===== src/rtl/rv32_pipe_pkg.sv =====
// Shared definitions for the IF->ID->EX pipeline control blocks.
package rv32_pipe_pkg;

  localparam int REG_ADDR_W = 5;
  localparam int NUM_REGS   = 32;

  // Hazard controller FSM: normal issue, or inside a post-jump flush window.
  typedef enum logic {
    RUN   = 1'b0,
    FLUSH = 1'b1
  } hz_state_e;

endpackage


===== src/rtl/reg_scoreboard.sv =====
// Pending-write scoreboard for x1..x31, with same-cycle writeback bypass
// on the three lookups used by the hazard check.
module reg_scoreboard
  import rv32_pipe_pkg::*;
(
  input  logic                  clk,
  input  logic                  rst_n,
  input  logic                  set_en,
  input  logic [REG_ADDR_W-1:0] set_addr,
  input  logic                  clr_en,
  input  logic [REG_ADDR_W-1:0] clr_addr,
  input  logic [REG_ADDR_W-1:0] rs1_addr,
  input  logic [REG_ADDR_W-1:0] rs2_addr,
  input  logic [REG_ADDR_W-1:0] rd_addr,
  output logic                  rs1_pend,
  output logic                  rs2_pend,
  output logic                  rd_pend,
  output logic [NUM_REGS-1:0]   pending
);

  logic [NUM_REGS-1:0] set_mask;
  logic [NUM_REGS-1:0] clr_mask;
  logic [NUM_REGS-1:0] eff_pending;
  logic [NUM_REGS-1:0] pending_next;

  // Decode the retiring writeback into a clear mask (kept apart from the set
  // path so the lookup never depends on the issue decision).
  always_comb begin
    clr_mask = '0;
    if (clr_en) clr_mask[clr_addr] = 1'b1;
  end

  // Decode the newly issued writer into a set mask.
  always_comb begin
    set_mask = '0;
    if (set_en) set_mask[set_addr] = 1'b1;
  end

  // A register being written back this cycle is forwarded by the regfile,
  // so it no longer counts as pending for the hazard lookups.
  assign eff_pending = pending & ~clr_mask;
  assign rs1_pend    = eff_pending[rs1_addr];
  assign rs2_pend    = eff_pending[rs2_addr];
  assign rd_pend     = eff_pending[rd_addr];

  // Set wins over clear so a new writer to a retiring register stays tracked;
  // x0 is never tracked.
  always_comb begin
    pending_next    = (pending & ~clr_mask) | set_mask;
    pending_next[0] = 1'b0;
  end

  // Scoreboard state register.
  always_ff @(posedge clk or negedge rst_n) begin
    if (!rst_n) pending <= '0;
    else        pending <= pending_next;
  end

endmodule


===== src/rtl/pipe_hazard_ctrl.sv =====
// Issue/stall/flush controller sitting beside the decoder: tracks in-flight
// register writes, stalls on RAW/WAW or a full write window, and sequences
// the flush after a taken jump resolved in EX.
module pipe_hazard_ctrl
  import rv32_pipe_pkg::*;
#(
  parameter int FLUSH_CYCLES = 2,
  parameter int MAX_INFLIGHT = 4
) (
  input  logic                  i_clk,
  input  logic                  i_rst_n,
  input  logic                  i_id_valid,
  input  logic [REG_ADDR_W-1:0] i_rs1_addr,
  input  logic [REG_ADDR_W-1:0] i_rs2_addr_shamt,
  input  logic                  i_rs1_used,
  input  logic                  i_rs2_used,
  input  logic [REG_ADDR_W-1:0] i_rd_addr,
  input  logic                  i_rd_we,
  input  logic                  i_wb_valid,
  input  logic [REG_ADDR_W-1:0] i_wb_rd_addr,
  input  logic                  i_ex_jump_flag,
  output logic                  o_issue,
  output logic                  o_stall,
  output logic                  o_flush,
  output logic [NUM_REGS-1:0]   o_pending,
  output logic [3:0]            o_inflight
);

  // The flush counter holds the cycles remaining after the next one.
  localparam bit         MULTI_FLUSH = (FLUSH_CYCLES > 1);
  localparam logic [2:0] CNT_LOAD    = MULTI_FLUSH ? 3'(FLUSH_CYCLES - 2) : 3'd0;
  localparam logic [3:0] MAX_CNT     = 4'(MAX_INFLIGHT);

  hz_state_e  state, next_state;
  logic [2:0] cnt, next_cnt;
  logic [3:0] inflight;

  logic rs1_pend, rs2_pend, rd_pend;
  logic hazard, full;
  logic issue, stall, flush;
  logic set_en, wb_dec;

  reg_scoreboard u_scoreboard (
    .clk      (i_clk),
    .rst_n    (i_rst_n),
    .set_en   (set_en),
    .set_addr (i_rd_addr),
    .clr_en   (i_wb_valid),
    .clr_addr (i_wb_rd_addr),
    .rs1_addr (i_rs1_addr),
    .rs2_addr (i_rs2_addr_shamt),
    .rd_addr  (i_rd_addr),
    .rs1_pend (rs1_pend),
    .rs2_pend (rs2_pend),
    .rd_pend  (rd_pend),
    .pending  (o_pending)
  );

  // RAW on either used source, or WAW on the destination.
  assign hazard = (i_rs1_used & (i_rs1_addr != '0) & rs1_pend)
                | (i_rs2_used & (i_rs2_addr_shamt != '0) & rs2_pend)
                | (i_rd_we & (i_rd_addr != '0) & rd_pend);

  // A writeback this cycle frees a slot for the next writer.
  assign full = (inflight == MAX_CNT) & ~i_wb_valid;

  // FSM next state and control outputs; jump takes priority over stall/issue.
  always_comb begin
    next_state = state;
    next_cnt   = cnt;
    issue      = 1'b0;
    stall      = 1'b0;
    flush      = 1'b0;
    case (state)
      RUN: begin
        flush = i_ex_jump_flag;
        stall = i_id_valid & ~i_ex_jump_flag & (hazard | (full & i_rd_we));
        issue = i_id_valid & ~i_ex_jump_flag & ~stall;
        if (i_ex_jump_flag && MULTI_FLUSH) begin
          next_state = FLUSH;
          next_cnt   = CNT_LOAD;
        end
      end
      FLUSH: begin
        flush = 1'b1;
        if (i_ex_jump_flag)  next_cnt   = CNT_LOAD;
        else if (cnt == '0)  next_state = RUN;
        else                 next_cnt   = cnt - 3'd1;
      end
    endcase
  end

  // Controls read as idle whenever reset is asserted, independent of inputs.
  assign o_issue    = issue & i_rst_n;
  assign o_stall    = stall & i_rst_n;
  assign o_flush    = flush & i_rst_n;
  assign o_inflight = inflight;

  assign set_en = o_issue & i_rd_we & (i_rd_addr != '0);
  assign wb_dec = i_wb_valid & (i_wb_rd_addr != '0) & (inflight != '0);

  // FSM state and flush counter register.
  always_ff @(posedge i_clk or negedge i_rst_n) begin
    if (!i_rst_n) begin
      state <= RUN;
      cnt   <= '0;
    end else begin
      state <= next_state;
      cnt   <= next_cnt;
    end
  end

  // In-flight write counter; simultaneous issue and retire cancel out.
  always_ff @(posedge i_clk or negedge i_rst_n) begin
    if (!i_rst_n) begin
      inflight <= '0;
    end else begin
      case ({set_en, wb_dec})
        2'b10:   inflight <= inflight + 4'd1;
        2'b01:   inflight <= inflight - 4'd1;
        default: inflight <= inflight;
      endcase
    end
  end

endmodule


===== config.mk =====
export PLATFORM = sky130hd
export DESIGN_NAME = pipe_hazard_ctrl
export DESIGN_NICKNAME = d
export VERILOG_FILES = /design/src/rtl/rv32_pipe_pkg.sv /design/src/rtl/reg_scoreboard.sv /design/src/rtl/pipe_hazard_ctrl.sv
export SDC_FILE = /design/constraint.sdc
export NUM_CORES = 1
export LEC_CHECK = 0
export ABC_AREA = 0
export CORE_UTILIZATION = 55
export DETAILED_ROUTE_END_ITERATION = 8
export PLACE_DENSITY = 0.84
export SLEW_MARGIN = 15
export SYNTH_ARGS = -nofsm -noshare
export SYNTH_HDL_FRONTEND = slang
export SYNTH_SLANG_ARGS = --single-unit

===== constraint.sdc =====
create_clock -name i_clk -period 6.4 [get_ports i_clk]
set_input_delay 0.64 -clock i_clk [delete_from_list [all_inputs] [get_ports i_clk]]
set_output_delay 0.64 -clock i_clk [all_outputs]
set_load 0.02 [all_outputs]

==> results.yml <==
sta:
  drv_slew: 0
  setup_viol: 0
  tightest_slew_ns: 0.8991
  fmax_mhz: 201.8
  setup_ws_ns: 1.446
  relSlewSlack: 0.4006
  tns_ns: 0
  hold_viol: 0
  layout_min_cycle_time_ns: 4.954
  whs_ns: 0.4684
  rsz0062_at_grt: "false"
  period_share: 0.7741
  skew_ns: 0.004860
place:
  dp_slack_ns: 1.489
  place_congestion: 0.9853
  dp_cells: 470
  port_buffers: 65
  dp_hpwl_mm: 7.815
synthesis:
  async_reset_ff_frac: 1.000
  syn-num-nets: 391
  ys.flop_type: "dfrtp_1"
  synth_area_leaders: "dfrtp_1, o21ai_1, o21ai_0, mux2i_1, nor2_1"
  yosysWarningCount: 0
  synthCells: 357
  yosysSeqAreaShare: 0.3185
  yosys.area.top_type: "dfrtp_1"
  yosysUniqueCellTypes: 65
  synth_edf_count: 0
  netlist_area_um2: 3064
  synth_top_area_share: 0.3185
  avgSynthCellArea_um2: 8.583
  yosys_register_bits: 39
floorplanning:
  die_h_um: 76.64
  ios: 67
  fp.dieArea_um2: 5874
  core_um2: 5238
  start_util: 0.5850
  die_x_um: 76.64
  rows: 26
run_status:
  status: "finished clean"
setup_path:
  rr_worst_depth: 14
  start_kind: "input port"
  critPathCapture: "o_stall"
  crit_start: "i_wb_rd_addr[0]"
  r2r_end: "o_inflight[3]"
  crit_type: "input port to output port"
  rr_startpoint: "u_scoreboard.pending[27]"
  cp.required_ns: 5.76
  reg2reg_slack_ns: 2.87
  crit_fanout: 11
  setup.worst_path.end_class: "output port"
  worst_ep_arrival_time_ns: 4.31
clock_network:
  worstSkewPairLatency_ns: 0.30
  clkSlewWorstSetupHoldPaths_ns: 0.08
  ctsResizeCount: 0
  cts.sinks: 39
  cts_setup_buffers: 0
  cts_max_level: 2
  cts_tree: "yes"
  cts_buffers: 5
  cts_hold_buf: 0
  clk_path_buf_depth: 2
  root_buffer: "clkbuf_8"
detailed_routing:
  post_drt_wl_per_cell_um: 21.65
  finalWirelength_mm: 10.35
  drt-initial-drc-count: 392
  num_vias: 3338
  dr.pass1.iters: 7
  drc_errors: 0
  antenna_violating_nets_post_route: 0
  vias_per_cell: 6.983
global_routing:
  grt_overflow: 0
  grt_max_degree: 42
  grt_pass1_vias: 3063
  grt_pass1_wl_mm: 16.21
  grt.total_usage: 0.3636
  antenna_found_initial: 0
layout:
  n_antenna_cell: 0
  postLayoutCoreUtil: 0.7193
  multi_input_area_um2: 1926
  drive_gt1_frac: 0.07353
  layout_common_cells: "clkdlybuf4s50_1, o21ai_1, dfrtp_1"
  seq_area_um2: 975.9
  fill_cells: 420
  synthToLayoutAreaGrowth_pct: 22.95
  mostFrequentLayoutCell: "clkdlybuf4s50_1"
  final_net_count: 441
  layout.cells.non_filler: 478
run:
  drv_cap: 0
pwr:
  powerDensity_nw_per_um2: 201.8
  vdd_drop_max_mv: 0.2613
  power_leakage_nw: 1.435
worst_hold_path:
  hp-class: "input port to async pin"
## sequential cells by signal (all words and copies together) (netlist names)
name / count
cnt: 3
u_scoreboard.pending: 31
o_inflight: 4
state: 1
## logic make-up (layout without fill, tap and decap cells)
family	after synthesis	after routing	share of synthesized area
mux	16	16	0.06084
flops	39	39	0.3185
fa+ha+maj	6	6	0.02695
compound gates	119	119	0.2491
buf+inv	35	86	0.05308
xor+xnor	7	7	0.02001
simple gates	134	134	0.2703
other cells	1	1	0.001224
## worst min path at each step
stage                             start  slack [ns]                      end
after global routing            i_rst_n        0.53                   cnt[0]
after CTS                       i_rst_n        0.49                   cnt[0]
after detailed placement  o_inflight[3]        0.51            o_inflight[3]
final                           i_rst_n        0.47  u_scoreboard.pending[7]
after global placement    o_inflight[3]        0.50            o_inflight[3]
after floorplan                 i_rst_n        0.34                   cnt[0]
## per-stage QoR
step	total power, mW	instance area (um2)
after floorplan	0.4885	3064
after global placement	0.5871	3684
after detailed placement	0.5992	3684
after CTS	0.7573	3767
after global routing	0.7985	3767
final	0.7601	3767
## cells in the mapped netlist, types with 6 or more instances
library cell  count
nand2b_1          6
o21ai_0          28
o211ai_1          9
inv_1            13
mux2i_1          13
nor2_1           32
clkbuf_1         12
o21ai_1          41
nor2b_1           6
nand3_1          10
dfrtp_1          39
a32oi_1           8
nor3_1           12
nand4_1           6
nand2_1          15
## layer usage
layer  part of all wire  routed length [um]  up-vias  track usage
li1                   -                   -     1452            -
met1               0.39                4035     1584       0.4664
met2               0.45                4629      262       0.5649
met3               0.12                1218       40      0.08024
met4              0.045                 466        0       0.2077
met5                  0                   0        -            0
## final cells by class
cell class,count,share of cell area
multi-input cells,283,0.5111
flip-flops and latches,39,0.2591
repair buffers,65,0.1714
well taps,70,0.02325
clock buffers,5,0.01827
inverters,13,0.01295
clock inverters,3,0.003985
## worst max-delay path, stage by stage
cell and delay [ns]:
clkdlybuf4s50_1 0.51, nand2_1 0.42, o21ai_0 0.39, mux4_2 0.56, o32a_1 0.18, o2111a_1 0.24
a311o_4 0.39, and2_4 0.20, a21oi_1 0.14, clkdlybuf4s50_1 0.63
## report_power, final
group          internal, mW  leakage, nW  switching [mW]
Clock                0.0746       0.0477          0.0883
Sequential            0.275        0.530          0.0286
Combinational         0.128        0.857           0.165
Total                 0.478         1.43           0.282
No activity file was read; power rests on OpenSTA's default activity.
